File: config.mk
export PLATFORM = sky130hd
export DESIGN_NAME = rand_range_gen
export DESIGN_NICKNAME = d
export VERILOG_FILES = /design/src/rtl/rand_pkg.sv /design/src/rtl/rand_range_gen.sv
export SDC_FILE = /design/constraint.sdc
export NUM_CORES = 1
export LEC_CHECK = 0
export BUFFER_PORTS_ARGS = -buffer_cell sky130_fd_sc_hd__buf_2
export CAP_MARGIN = 30
export CORE_ASPECT_RATIO = 1.2
export CORE_MARGIN = 2
export CORE_UTILIZATION = 35
export CTS_CLUSTER_DIAMETER = 30
export DETAILED_ROUTE_END_ITERATION = 10
export PLACE_DENSITY_LB_ADDON = 0.1
export SETUP_SLACK_MARGIN = 0.5
export SLEW_MARGIN = 20
export SYNTH_ARGS = -nofsm -noshare
export SYNTH_HDL_FRONTEND = slang
export SYNTH_SLANG_ARGS = --single-unit
File: constraint.sdc
create_clock -name clk_i -period 3.6 [get_ports clk_i]
set_input_delay 0.72 -clock clk_i [delete_from_list [all_inputs] [get_ports clk_i]]
set_output_delay 0.72 -clock clk_i [all_outputs]
set_load 0.05 [all_outputs]
File: src/rtl/rand_pkg.sv
// Shared definitions for the range-reduced random value generator:
// FSM state type, LFSR byte width and the rejection-limit helper.
package rand_pkg;

    // Width of the raw pseudo-random byte supplied by the LFSR.
    localparam int LFSR_W = 8;

    typedef enum logic [1:0] {
        IDLE   = 2'd0,
        SAMPLE = 2'd1,
        REDUCE = 2'd2,
        HOLD   = 2'd3
    } state_t;

    // Largest multiple of range not exceeding 256. Bytes at or above it are
    // rejected so every residue is equally likely. 9 bits because the limit
    // equals 256 whenever range divides 256.
    function automatic logic [LFSR_W:0] calc_limit(input int range);
        int lim;
        lim = 256 - (256 % range);
        return lim[LFSR_W:0];
    endfunction

endpackage

File: src/rtl/rand_range_gen.sv
// Converts LFSR bytes into uniform values in [0, RANGE-1]: rejection
// sampling against LIMIT, then repeated subtraction of RANGE. The LFSR is
// advanced only on the cycle a byte is consumed. Results are offered on a
// one-entry valid/ready buffer.
// Optional feature (macro RAND_RANGE_NO_REPEAT_EN): suppress a result equal
// to the previously transferred one and draw a fresh sample instead.
module rand_range_gen
    import rand_pkg::*;
#(
    parameter int RANGE = 10
) (
    input  logic              clk_i,
    input  logic              rst_ni,
    input  logic              en_i,
    input  logic [LFSR_W-1:0] lfsr_i,
    output logic              lfsr_en_o,
    input  logic              ready_i,
    output logic              valid_o,
    output logic [LFSR_W-1:0] value_o
);

    localparam logic [LFSR_W:0]   LIMIT   = calc_limit(RANGE);
    localparam logic [LFSR_W-1:0] RANGE_B = RANGE[LFSR_W-1:0];

    state_t            state;
    logic [LFSR_W-1:0] work;

`ifdef RAND_RANGE_NO_REPEAT_EN
    logic [LFSR_W-1:0] last_issued;
    logic              has_issued;
`endif

    // Advance the LFSR exactly when SAMPLE looks at the current byte.
    always_comb begin
        lfsr_en_o = (state == SAMPLE) && en_i;
    end

    // Sampling / reduction / output-hold sequencer.
    always_ff @(posedge clk_i or negedge rst_ni) begin
        if (!rst_ni) begin
            state   <= IDLE;
            work    <= '0;
            value_o <= '0;
            valid_o <= 1'b0;
`ifdef RAND_RANGE_NO_REPEAT_EN
            last_issued <= '0;
            has_issued  <= 1'b0;
`endif
        end else begin
            case (state)
                IDLE: begin
                    if (en_i) state <= SAMPLE;
                end
                SAMPLE: begin
                    if (!en_i) begin
                        state <= IDLE;
                    end else if ({1'b0, lfsr_i} < LIMIT) begin
                        work  <= lfsr_i;
                        state <= REDUCE;
                    end
                    // Rejected bytes leave us in SAMPLE; the LFSR has
                    // already been advanced so the next byte is fresh.
                end
                REDUCE: begin
                    if (work >= RANGE_B) begin
                        work <= work - RANGE_B;
`ifdef RAND_RANGE_NO_REPEAT_EN
                    end else if (has_issued && (work == last_issued)) begin
                        // Repeat of the last delivered value: drop it.
                        state <= en_i ? SAMPLE : IDLE;
`endif
                    end else begin
                        value_o <= work;
                        valid_o <= 1'b1;
                        state   <= HOLD;
                    end
                end
                HOLD: begin
                    if (ready_i) begin
                        valid_o <= 1'b0;
                        state   <= en_i ? SAMPLE : IDLE;
`ifdef RAND_RANGE_NO_REPEAT_EN
                        last_issued <= value_o;
                        has_issued  <= 1'b1;
`endif
                    end
                end
                default: state <= IDLE;
            endcase
        end
    end

endmodule

Word-level counts from Yosys, hierarchy flattened
Cells that the tools add are included.

word-level totals
  register bits after elaboration = 19
  latch bits = 0
  memory bits (writable) = 0
  memory bits (read-only) = 0
  bits of input ports = 12
  word-level logic and storage cells = 40
  memories = 0

cells by class
  add/subtract/negate cells = 1
  multipliers = 0
  div/mod/pow operators = 0
  magnitude comparators = 2
  eq/ne operators = 10
  shift-type cells = 0
  muxes and demuxes = 14
  bitwise operators = 1
  reductions and logical operators = 8

operator list
  kind                   count
  $mux W8                3
  $pmux W8 S2            1
  $mux W2                5
  $ne A2 B2 Y1 const B   5
  $ge A8 B4 Y1 const B   1
  $lt A8 B8 Y1 const B   1
  $pmux W2 S4            1
  $reduce_and A4 Y1      2
  $sub A8 B4 Y8 const B  1
  $eq A2 B2 Y1 const B   2
  $reduce_bool A2 Y1     2
  $mux W1                3
  $ne A3 B2 Y1 const B   1
  $reduce_and A3 Y1      1
  $eq A2 B1 Y1 const B   1
  $logic_not A2 Y1       1
  $ne A2 B1 Y1 const B   1
  $pmux W1 S2            1
  $reduce_and A2 Y1      1
  $logic_and A1 B1 Y1    1
  $not A1 Y1             1

Longest topological paths before layout
  depth after elaboration = 4
  depth in mapped cells = 6

Worst setup path before layout
No wires, ideal clock.

  path kind = input -> register
  start = input port en_i
  end = register work[1]
  arrival = 1.919 ns
  required time = 3.476 ns
  slack = 1.557 ns
  stages = 5
  buffers on the path = 1
  cells stage by stage = and3b_1 o21a_1 buf_2 nor2_1 a211o_1

between the ends
  cells in the longest elaborated chain, start to end = 2

RTL lines
  what                         line                  source
  start, declared              rand_range_gen.sv:14  input logic en_i,
  $ne A2 B2 Y1 (no line)       n/a
  $reduce_and A4 Y1 (no line)  n/a
  end signal, assigned         rand_range_gen.sv:58  work <= lfsr_i;
  end signal, assigned         rand_range_gen.sv:66  work <= work - RANGE_B;
  end, declared                rand_range_gen.sv:26  logic [LFSR_W-1:0] work;

Every way passes these cells.
A chain may end at the register's enable or synchronous reset.

Final worst setup path
  start = register state[0]
  end = register value_o[1]

between the ends
  cells in the longest elaborated chain, start to end = 2

RTL lines
  what                         line                  source
  start, declared              rand_range_gen.sv:25  state_t state;
  start signal, assigned       rand_range_gen.sv:81  state <= en_i ? SAMPLE : IDLE;
  $eq A2 B2 Y1                 rand_range_gen.sv:50  case (state)
  $reduce_and A2 Y1 (no line)  n/a
  end signal, assigned         rand_range_gen.sv:73  value_o <= work;
  end, declared                rand_range_gen.sv:19  output logic [LFSR_W-1:0] value_o

Every way passes these cells.

==> out/metrics.yaml <==
status: "finished clean"
drtPass1Iterations: 4
vdd_ir_drop_max_v: 0.000389
dpl.hpwl_um: 1490
setup_viol: 0
fillers: 262
antenna_cells: 0
hold_violations: 0
rsz0062_at_grt: "no"
tightest_slew_ns: 0.593
fin_area_sq_mm: 0.00110
overflow: 0
wl_per_cell_um: 14.4
antenna_found_initial: 0
routabilityCongestion: 0.929
start_util_pct: 36.8
viasPerCell: 5.50
placed_cells: 136
path_cells: "nand2b_1 -> nor4_4 -> mux2_2"
dp_slack_ns: 1.54
clock_latency_ns: 0.30
final-max-slew-violation-count: 0
crit_end: "value_o[1]"
post_cts_buffers: 0
holdBufCountCts: 0
synth_edf_count: 0
max_stage_delay_ns: 0.66
num_vias: 770
wl_um: 2020
drive_gt1_share_pct: 30.8
p_total_mw: 0.985
yosys-top-cells-area: "dfrtp_1 (51%), mux2_2 (6.0%), nor2b_1 (4.0%), o2bb2ai_1 (3.7%), nor2_1 (2.4%)"
crit_type: "reg2reg"
regArea_sq_um: 475
r2r_setup_slack_ns: 1.55
ant_nets: 0
cp-start-kind: "flop"
drv_cap: 0
async_flop_share_pct: 100
io_pins: 22
cpLargestDelayFamily: "simple AND/OR/NAND/NOR gates"
grt_pass1_vias: 685
syn_area_sq_um: 940
dieHeight_um: 60.8
die-area_sq_mm: 0.00312
cpMaxStageDelayCell: "nor4_4"
synth_cells: 85
yosys.area.top_type: "dfrtp_1"
power_density_mw_per_mm2: 897
root_buffer: "clkbuf_4"
multiInputGateArea_sq_um: 443
max-clock-path-buffers: 2
synth_most_common_cell: "dfrtp_1"
grt_max_degree: 20
placementRows: 20
clock_sinks: 19
grt_pass1_wl_um: 3190
synth_cell_types: 33
fin_util_pct: 43.0
synthTopCellsByCount: "dfrtp_1 (19), nor2_1 (6), nor2b_1 (6), mux2_2 (5)"
worstSetupPathDepth: 3
synth.net_count: 98
post_dp_cell_area_sq_mm: 0.00107
ys_seq_area_share_pct: 50.6
fin_cells: 140
critical_path.startpoint: "state[0]"
route.detailed.drc: 0
cts_resized: 0
cp.required_ns: 3.79
worst_slack_ns: 1.55
port_buffers: 21
fin_crit_ns: 2.05
finalCritPeriodShare_pct: 56.8
drtIter0Drc: 18
worst_setup_path_end_kind: "flop"
cts_max_level: 1
ys.flop_type: "dfrtp_1"
syn_to_final_growth_pct: 16.9
globalRouteTotalUtil_pct: 14.4
reg2reg_depth: 3
final.setup.tns_ns: 0
synth_seq_cells: 19
hold_ws_ns: 0.337
timing.fmax_ghz: 0.489
leakage_nw: 0.530
dieWidth_um: 51.3
r2r_end: "value_o[1]"
core_sq_mm: 0.00255
reg2reg_from: "state[0]"
arrival_ns: 2.23
final_nets: 121
synth_top_cell_area_share_pct: 50.6
ys_warn_count: 0
avgSynthCellArea_sq_um: 11.1
slew_headroom_pct: 60.4
cts_tree: "built"
cts.clk_slew.worst_paths_ns: 0.11
cp_max_fo: 15
crit_buf_inv: 0
cts_buffers: 3
hp-class: "in2async"
skew_ns: 0.00792
layout make-up:
| class | instances | share of cell area (%) |
|---|---|---|
| well taps | 33 | 3.76 |
| flip-flops and latches | 19 | 43.3 |
| inverters | 2 | 0.683 |
| multi-input cells | 61 | 40.3 |
| clock buffers | 4 | 2.39 |
| repair buffers | 21 | 9.57 |
where the power goes:
group          leakage, nW  switching (mW)  total, mW  internal (mW)
Combinational        0.272           0.303      0.503          0.200
Clock               0.0150          0.0641      0.107         0.0431
Sequential           0.242          0.0809      0.375          0.294
registers in the layout (all words and copies together) (netlist names), named ones only:
| register | count |
|---|---|
| value_o | 8 |
| work | 8 |
| valid_o | 1 |
| state | 1 |
how the worst min path moves through the flow:
stage	to	start	depth (start not counted)	slack, ns
after global placement	valid_o	valid_o	1	0.46
after floorplan	async pin	rst_ni	0	0.42
after detailed placement	valid_o	valid_o	1	0.46
after global routing	work[4]	rst_ni	1	0.35
after CTS	work[4]	rst_ni	1	0.35
final	work[4]	rst_ni	1	0.34
worst register-to-register path: cells and delay by family, from the launching register on:
kind             cells  cell delay (ns)
multiplexers         1             0.40
AND/OR/NAND/NOR      2             1.09
flip-flops           1             0.45
per-layer routing:
layer / global-route usage (%) / routed length (um) / vias up
met2: 21.7 / 876 / 38
li1: - / - / 365
met4: 9.77 / 61 / 0
met1: 18.5 / 962 / 357
met5: 0 / 0 / -
met3: 3.20 / 120 / 10
kinds of logic (layout without fill, tap and decap cells):
group / after synthesis / after routing / synth area share, %
fa+ha+maj: 1 / 1 / 1.33
flops: 19 / 19 / 50.6
compound gates: 25 / 25 / 19.6
buf+inv: 5 / 27 / 2.26
simple gates: 29 / 29 / 19.2
mux: 6 / 6 / 7.06
cells in the final DEF, fill, tap and decap left out, drive strengths merged, types with 3 or more instances in the layout:
cell type / Yosys / final
buf: 2 / 21
dfrtp: 19 / 19
nor2b: 6 / 6
nor2: 6 / 6
mux2: 5 / 5
o21ai: 4 / 4
a21oi: 4 / 4
o2bb2ai: 4 / 4
nand2: 4 / 4
clkbuf: 1 / 4
nor3: 3 / 3
(Power assumes the default switching activity.)
